File: config.mk
export PLATFORM = sky130hd
export DESIGN_NAME = if_fetch
export DESIGN_NICKNAME = d
export VERILOG_FILES = /design/src/rtl/if_fetch_pkg.sv /design/src/rtl/if_fetch.sv
export SDC_FILE = /design/constraint.sdc
export NUM_CORES = 1
export LEC_CHECK = 0
export BUFFER_PORTS_ARGS = -buffer_cell sky130_fd_sc_hd__buf_4
export CORE_MARGIN = 2
export CORE_UTILIZATION = 49
export CTS_CLUSTER_SIZE = 20
export DETAILED_ROUTE_END_ITERATION = 6
export PLACE_DENSITY = 0.81
export SETUP_SLACK_MARGIN = 0.02
export SLEW_MARGIN = 15
export SYNTH_ARGS = -nofsm -noshare
export SYNTH_HDL_FRONTEND = slang
export SYNTH_SLANG_ARGS = --single-unit
File: constraint.sdc
create_clock -name clk -period 1.9 [get_ports clk]
set_input_delay 0 -clock clk [delete_from_list [all_inputs] [get_ports clk]]
set_output_delay 0 -clock clk [all_outputs]
set_load 0.005 [all_outputs]
File: src/rtl/if_fetch_pkg.sv
// -----------------------------------------------------------------------------
// if_fetch_pkg
// Shared definitions for the instruction-fetch stage:
//   - default widths and reset PC (IF_ADDR_W, IF_BR_IDX_W, IF_RESET_PC)
//   - fetch FSM state encoding (ST_REQ / ST_OUT / ST_DROP / ST_HALT)
//   - TRUE / FALSE / ZERO_WORD constants
//   - pc_misaligned() helper used by the optional alignment check
//     (IF_MISALIGN_CHK_EN)
// -----------------------------------------------------------------------------
package if_fetch_pkg;

    localparam int          IF_ADDR_W   = 32;
    localparam int          IF_BR_IDX_W = 6;
    localparam logic [31:0] IF_RESET_PC = 32'h0000_0000;

    localparam logic        TRUE      = 1'b1;
    localparam logic        FALSE     = 1'b0;
    localparam logic [31:0] ZERO_WORD = 32'h0000_0000;

    // ST_HALT is only reachable when IF_MISALIGN_CHK_EN is defined.
    typedef enum logic [1:0] {
        ST_REQ  = 2'd0,
        ST_OUT  = 2'd1,
        ST_DROP = 2'd2,
        ST_HALT = 2'd3
    } fetch_state_t;

    function automatic logic pc_misaligned(input logic [1:0] low_bits);
        return (low_bits != 2'b00);
    endfunction

endpackage

File: src/rtl/if_fetch.sv
// -----------------------------------------------------------------------------
// if_fetch
// Instruction-fetch stage sitting directly upstream of the branch predictor.
// Owns the architectural fetch PC, issues one word fetch at a time to the
// memory controller and hands the returned instruction plus its prediction
// to decode. EX redirects (flush_i) override everything else.
//
// Ports:
//   clk, rst            clock, synchronous active-high reset
//   pc_o, global_o      fetch PC and 1-bit global history to the predictor
//   prd_pc_i, prd_jmp_i, br_index_i
//                       predictor answer for pc_o (combinational)
//   mem_req, mem_addr   fetch request / word address to memory
//   mem_ready, mem_rdata
//                       one-cycle completion pulse with instruction data
//   if_valid, if_inst, if_pc, if_prd_pc, if_prd_jmp, if_br_index
//                       decode-side output bundle
//   id_ready            decode takes if_valid this cycle
//   flush_i, redirect_pc_i
//                       EX mispredict and correct next PC
//   br_resolve_i, br_taken_i
//                       resolved conditional branch, updates global history
//   misalign_o          (only with IF_MISALIGN_CHK_EN) sticky misaligned-PC flag
//   dbg_state           current FSM state, for observation only
//
// Handshakes:
//   memory : mem_req stays high with a stable mem_addr until the cycle
//            mem_ready pulses; that pulse both accepts the request and
//            returns mem_rdata. A request dropped by a flush may still
//            complete later; its data is discarded in ST_DROP.
//   decode : if_valid with its bundle is held stable until a cycle with
//            id_ready=1, which consumes it on that clock edge.
//
// Build option: define IF_MISALIGN_CHK_EN to add misalign_o and the ST_HALT
// trap for PCs whose bits [1:0] are non-zero. Without it the low PC bits
// pass straight through to mem_addr.
// -----------------------------------------------------------------------------
module if_fetch
    import if_fetch_pkg::*;
#(
    parameter int                ADDR_W   = IF_ADDR_W,
    parameter int                BR_IDX_W = IF_BR_IDX_W,
    parameter logic [ADDR_W-1:0] RESET_PC = ADDR_W'(IF_RESET_PC)
) (
    input  logic                clk,
    input  logic                rst,

    output logic [ADDR_W-1:0]   pc_o,
    output logic                global_o,
    input  logic [ADDR_W-1:0]   prd_pc_i,
    input  logic                prd_jmp_i,
    input  logic [BR_IDX_W-1:0] br_index_i,

    output logic                mem_req,
    output logic [ADDR_W-1:0]   mem_addr,
    input  logic                mem_ready,
    input  logic [31:0]         mem_rdata,

    output logic                if_valid,
    output logic [31:0]         if_inst,
    output logic [ADDR_W-1:0]   if_pc,
    output logic [ADDR_W-1:0]   if_prd_pc,
    output logic                if_prd_jmp,
    output logic [BR_IDX_W-1:0] if_br_index,
    input  logic                id_ready,

    input  logic                flush_i,
    input  logic [ADDR_W-1:0]   redirect_pc_i,
    input  logic                br_resolve_i,
    input  logic                br_taken_i,
`ifdef IF_MISALIGN_CHK_EN
    output logic                misalign_o,
`endif
    output fetch_state_t        dbg_state
);

    fetch_state_t        state_q;
    fetch_state_t        state_d;
    logic [ADDR_W-1:0]   pc_q;
    logic [ADDR_W-1:0]   pc_d;
    logic                global_q;
    logic                mem_req_d;
    logic [ADDR_W-1:0]   mem_addr_d;
    logic                valid_d;
    logic                capture;
    logic                enter_req;

`ifdef IF_MISALIGN_CHK_EN
    logic                misalign_q;
    logic                pc_loaded;
    assign misalign_o = misalign_q;
`endif

    assign pc_o      = pc_q;
    assign global_o  = global_q;
    assign dbg_state = state_q;

    // Next-state logic. flush_i is evaluated first and wins over both
    // mem_ready and id_ready. Every transition into ST_REQ goes through
    // enter_req so that mem_req and mem_addr are loaded together and
    // mem_addr never moves while a request is outstanding.
    always_comb begin
        state_d    = state_q;
        pc_d       = pc_q;
        mem_req_d  = mem_req;
        mem_addr_d = mem_addr;
        valid_d    = if_valid;
        capture    = FALSE;
        enter_req  = FALSE;

        if (flush_i) begin
            pc_d    = redirect_pc_i;
            valid_d = FALSE;
            case (state_q)
                ST_REQ: begin
                    // Nothing outstanding (first cycle after reset) or the
                    // request completes right now: restart immediately.
                    if (mem_ready || !mem_req) begin
                        enter_req = TRUE;
                    end else begin
                        state_d   = ST_DROP;
                        mem_req_d = FALSE;
                    end
                end
                ST_OUT:  enter_req = TRUE;
                ST_DROP: if (mem_ready) enter_req = TRUE;
                default: ;
            endcase
        end else begin
            case (state_q)
                ST_REQ: begin
                    if (!mem_req) begin
                        // Reset leaves ST_REQ with mem_req low; raise it here.
                        mem_req_d  = TRUE;
                        mem_addr_d = pc_q;
                    end else if (mem_ready) begin
                        capture   = TRUE;
                        valid_d   = TRUE;
                        pc_d      = prd_pc_i;
                        state_d   = ST_OUT;
                        mem_req_d = FALSE;
                    end
                end
                ST_OUT: begin
                    if (id_ready) begin
                        valid_d   = FALSE;
                        enter_req = TRUE;
                    end
                end
                ST_DROP: if (mem_ready) enter_req = TRUE;
                default: ;
            endcase
        end

        if (enter_req) begin
            state_d    = ST_REQ;
            mem_req_d  = TRUE;
            mem_addr_d = pc_d;
        end

`ifdef IF_MISALIGN_CHK_EN
        // Any freshly loaded PC (redirect or prediction) is checked; a
        // misaligned one parks the stage until reset.
        pc_loaded = (flush_i || capture) && (state_q != ST_HALT);
        if (pc_loaded && pc_misaligned(pc_d[1:0])) begin
            state_d   = ST_HALT;
            mem_req_d = FALSE;
            valid_d   = FALSE;
        end
`endif
    end

    always_ff @(posedge clk) begin
        if (rst) begin
            state_q     <= ST_REQ;
            pc_q        <= RESET_PC;
            global_q    <= FALSE;
            mem_req     <= FALSE;
            mem_addr    <= '0;
            if_valid    <= FALSE;
            if_inst     <= ZERO_WORD;
            if_pc       <= '0;
            if_prd_pc   <= '0;
            if_prd_jmp  <= FALSE;
            if_br_index <= '0;
`ifdef IF_MISALIGN_CHK_EN
            misalign_q  <= FALSE;
`endif
        end else begin
            state_q  <= state_d;
            pc_q     <= pc_d;
            mem_req  <= mem_req_d;
            mem_addr <= mem_addr_d;
            if_valid <= valid_d;

            // Global history tracks every resolved branch, whatever the
            // fetch side is doing.
            if (br_resolve_i) begin
                global_q <= br_taken_i;
            end

            // pc_q is frozen while in ST_REQ, so the predictor answer seen
            // here belongs to the instruction being captured.
            if (capture) begin
                if_inst     <= mem_rdata;
                if_pc       <= pc_q;
                if_prd_pc   <= prd_pc_i;
                if_prd_jmp  <= prd_jmp_i;
                if_br_index <= br_index_i;
            end

`ifdef IF_MISALIGN_CHK_EN
            if (state_d == ST_HALT) begin
                misalign_q <= TRUE;
            end
`endif
        end
    end

endmodule

---- After elaboration in Yosys (flattened, before gate mapping) ----
Cells that the tools add are included.
cells by class
  $add $sub $neg .......................... 0
  multiply operators ...................... 0
  divide/modulo/power cells ............... 0
  order comparisons ....................... 0
  equality and inequality tests ........... 9
  shifts and indexed selects .............. 0
  mux-type cells .......................... 34
  bitwise logic cells ..................... 0
  reduce and logical (&&, ||, !) cells .... 13
operator list
  kind                  number
  $mux W32              8
  $mux W1               17
  $mux W2               6
  $ne A2 B2 Y1 const B  4
  $reduce_and A4 Y1     2
  $reduce_bool A2 Y1    4
  $ne A2 B1 Y1 const B  2
  $pmux W1 S2           2
  $reduce_or A2 Y1      2
  $ne A3 B3 Y1 const B  1
  $pmux W1 S3           1
  $reduce_and A3 Y1     1
  $eq A2 B1 Y1 const B  1
  $eq A2 B2 Y1 const B  1
  $logic_not A2 Y1      1
  $reduce_and A2 Y1     1
  $logic_not A1 Y1      1
  $logic_or A1 B1 Y1    1
storage, ports and cells
  flip-flop bits (word level) ............. 172
  bits in latches ......................... 0
  memory bits (writable) .................. 0
  memory bits (read-only) ................. 0
  input port bits ......................... 110
  output and inout port bits .............. 172
  word-level logic and storage cells ...... 67
  memories ................................ 0

---- Depth between registers and ports, before layout ----
  depth in word-level cells ............... 7
  gate-level depth with buffers ........... 10
  depth with buffers taken out ............ 6

---- Worst setup path after synthesis ----
No wires, ideal clock.
  path kind ............................... flip-flop to flip-flop
  from .................................... register state_q[0] (netlist: dbg_state[0])
  to ...................................... register mem_addr[11]
  setup time .............................. 114 ps
  arrival ................................. 1675 ps
  required time ........................... 1786 ps
  path slack .............................. 111 ps
  stages on the path, launching flop included .. 9
  path buffers ............................ 3
  period minus slack after synthesis ...... 1789 ps
  cells stage by stage .................... dfxtp_1 -> inv_1 -> ha_1 -> buf_4 -> a211oi_1 -> o32ai_4 -> buf_6 -> buf_6 -> a21o_1
between the ends
  cells in the longest elaborated chain, start to end .. 5
  elaborated cells on any way between the ends .. 13
  those cells by class .................... eq/ne: 4; mux: 6; reduce/logical: 3
ends and longest elaborated chain
  element                                                                     line                              text
  start, declared                                                             if_fetch.sv:77                    fetch_state_t state_q;
  start signal, assigned                                                      if_fetch.sv:190                   state_q <= state_d;
  $eq A2 B2 Y1 (tied with other cells)                                        if_fetch.sv:114, if_fetch.sv:130
  $pmux W1 S3 / $pmux W1 S2 (equally long branches)                           if_fetch.sv:114, if_fetch.sv:130
  $mux W1                                                                     if_fetch.sv:111                   if (flush_i) begin
  $ne A2 B1 Y1 (no source line) / $reduce_bool A2 Y1 (equally long branches)  n/a
  $reduce_and A3 Y1 (no source line)                                          n/a
  end signal, assigned                                                        if_fetch.sv:193                   mem_addr <= mem_addr_d;
  end, declared                                                               if_fetch.sv:55                    output logic [ADDR_W-1:0] mem_addr,
Several ways; a longest one is shown, not always the timed one.
A chain may end at the register's enable or synchronous reset.

---- Worst setup path after layout ----
  from .................................... register state_q[1] (netlist: dbg_state[1])
  to ...................................... register state_q[1] (netlist: dbg_state[1])
between the ends
  cells in the longest elaborated chain, start to end .. 4
  elaborated cells on any way between the ends .. 8
  those cells by class .................... eq/ne: 2; mux: 3; reduce/logical: 3
ends and longest elaborated chain
  element                                            line
  $eq A2 B2 Y1 (tied with other cells)               if_fetch.sv:114, if_fetch.sv:130
  $pmux W1 S3 / $pmux W1 S2 (equally long branches)  if_fetch.sv:114, if_fetch.sv:130
  $mux W1                                            if_fetch.sv:111
  $reduce_or A2 Y1 (no source line)                  n/a
Several ways; a longest one is shown, not always the timed one.

==> out/results.tsv <==
metric	value	unit
status	complete, no violations	
insertion_delay	0.43	ns
fmax	540	MHz
rsz0062_at_grt	true	
stdcell_count	1373	
dpl_cell_area	9280	µm²
setup_slack	0.0495	ns
crit_fanout	24	
drc	0	
synth_edf_count	0	
grt_overflow	0	
endpoint_kind	flop	
post-route-period-util	97.4	%
grt_pass1_vias	7351	
antenna_left	0	
netlist.area_leader.share	48.8	%
total_power	8.82	mW
whs	0.0359	ns
synth_cells	813	
start_kind	flop	
holdPathStages	4	
die_h	124	µm
syn-num-nets	927	
dr.pass1.iters	5	
relSlewSlack	66.0	%
dp_hpwl	13900	µm
first_iter_violations	459	
yosysTopAreaCell	dfxtp_1	
ios	282	
dr_total_vias	7443	
p_sw_share	26.6	%
p_leak	5.00	nW
synth.distinct_cells	35	
fin_nets	1294	
clkPwrFrac	37.6	%
start_util	50.4	%
row_count	43	
netlist_top_cells_count	241 x nand2_1, 172 x dfxtp_1, 135 x a21oi_1, 34 x inv_1	
synth-seq-cells	172	
core	14000	µm²
finalMaxSlewViolations	0	
dp_slack	0.0571	ns
cts_buffers	17	
report.final.setup_viol	0	
min_path_type	in -> reg	
setup_tns	0	ns
power.switching	2.34	mW
antenna_found_initial	0	
final_layout_size_suffix_gt1_share	32.7	%
die_width	124	µm
nFillCells	871	
synthFlopType	dfxtp_1	
gp_congestion	0.832	
clkTransAtPathRegs	0.06	ns
worstPathRequired	2.23	ns
dp_cells	1226	
fin_area	11000	µm²
clock_path_buffers	2	
finalClockSkew	0.00850	ns
p_seq_share	44.7	%
p_per_area	799	nW/µm²
r2r_cells	7	
area_growth	56.5	%
grt_max_degree	69	
vdd_ir_drop_max	536	µV
synth.avg_cell_area	8.67	µm²
synth_area	7050	µm²
ctsRootBufferMaster	clkbuf_16	
wl	24300	µm
cts_tree	built	
yosysSeqAreaShare	48.8	%
clock_sinks	172	
h-tree-depth	4	
wire_per_inst	17.7	µm
track_usage	30.1	%
p_comb_share	17.8	%
critPathArrivalTime	2.19	ns
utilization	78.9	%
critPathKind	reg -> reg	
grt_pass1_wl	36000	µm
cap_violations	0	
portBuffers	281	
worst_pin_slew	0.510	ns
yosys.cell_count.top_type	nand2_1	
yosys_warnings	0	
async_reset_ff_share	0	%
viasPerCell	5.42	
hold_viol_final	0	
antenna-diode-count	0	
period_minus_slack	1.85	ns
p_int	6.47	mW
ys_top_cells_by_area	dfxtp_1 49%, nand2_1 13%, a21oi_1 9.6%, a221oi_2 6.2%, mux2i_1 4.7%	
die_area	15400	µm²
[cell usage in the layout, fill, tap and decap left out, types with 2 or more instances in the layout]
cell type / instances
inv_1: 34
nor3_2: 3
clkinvlp_4: 3
ha_1: 3
a21o_1: 33
a221oi_1: 3
inv_6: 2
clkinv_4: 3
a221oi_2: 29
nor3_1: 30
nand2_1: 241
nor2_1: 6
buf_6: 3
clkbuf_16: 19
a211oi_1: 2
dfxtp_2: 2
buf_4: 295
dlygate4sd3_1: 107
mux2i_1: 33
clkinv_2: 5
dfxtp_1: 170
buf_12: 11
a211oi_2: 2
nand2b_1: 2
a21oi_1: 135
[power groups by stage]
stage               Sequential, mW  Combinational, mW  Clock [mW]
floorplan                     4.00              0.667           0
global placement              4.01               1.27           0
detailed placement            4.01               1.29           0
CTS                           3.94               1.48        3.35
global route                  3.96               1.68        3.51
finish                        3.94               1.57        3.31
[path summary, 6_finish.rpt]
path                     start            to  slack (ns)
hold / removal       mem_ready  dbg_state[1]        0.04
setup reg to reg  dbg_state[1]  dbg_state[1]        0.05
hold reg to reg       if_pc[0]      if_pc[0]        0.46
setup / recovery  dbg_state[1]  dbg_state[1]        0.05
[registers in the layout (all words and copies together), names as in the netlist]
name / cells
pc_o: 32
if_valid: 1
mem_addr: 32
if_inst: 32
global_o: 1
if_prd_pc: 32
if_pc: 32
if_br_index: 6
mem_req: 1
dbg_state: 2
if_prd_jmp: 1
[routing by layer]
metal / wire length, µm / track usage [%] / vias to the layer above
met2: 12300 / 53.4 / 347
li1: - / - / 3473
met5: 0 / 0 / -
met3: 1820 / 8.42 / 88
met1: 9160 / 32.3 / 3535
met4: 1020 / 16.6 / 0
[final cells by class]
type | count | area, µm² | share of cell area [%]
clock buffers | 18 | 439 | 3.98
flip-flops and latches | 172 | 3450 | 31.2
clock inverters | 14 | 121 | 1.10
inverters | 34 | 128 | 1.16
multi-input cells | 537 | 3090 | 28.0
well taps | 180 | 225 | 2.04
repair buffers | 418 | 3590 | 32.5
[logic make-up (layout without fill, tap and decap cells)]
logic type	count (synthesis)	count (layout)	synth area share, %
muxes	33	33	4.68
adders and majority gates	4	4	0.710
AOI/OAI and AO/OA	210	210	21.1
buffers and inverters	104	484	8.00
DFF	172	172	48.8
and+or+nand+nor	290	290	16.7
[critical path, stage by stage (launching register included)]
cell,delay [ns]
dfxtp_2,0.38
inv_1,0.08
ha_1,0.26
a22oi_1,0.27
o32ai_4,0.16
buf_4,0.17
clkbuf_16,0.19
nor4_2,0.24
[repair_timing]
item / 4_1_cts / 5_1_grt
hold buffers: 107 / 0
pin swaps: 1 / 6
cloned: 0 / 2
hold endpoints to repair: 111 / 0
setup endpoints to repair: 4 / 35
resized for setup: 3 / 7
setup buffers: 1 / 5
Note: power is estimated with default switching activity, not from simulation.
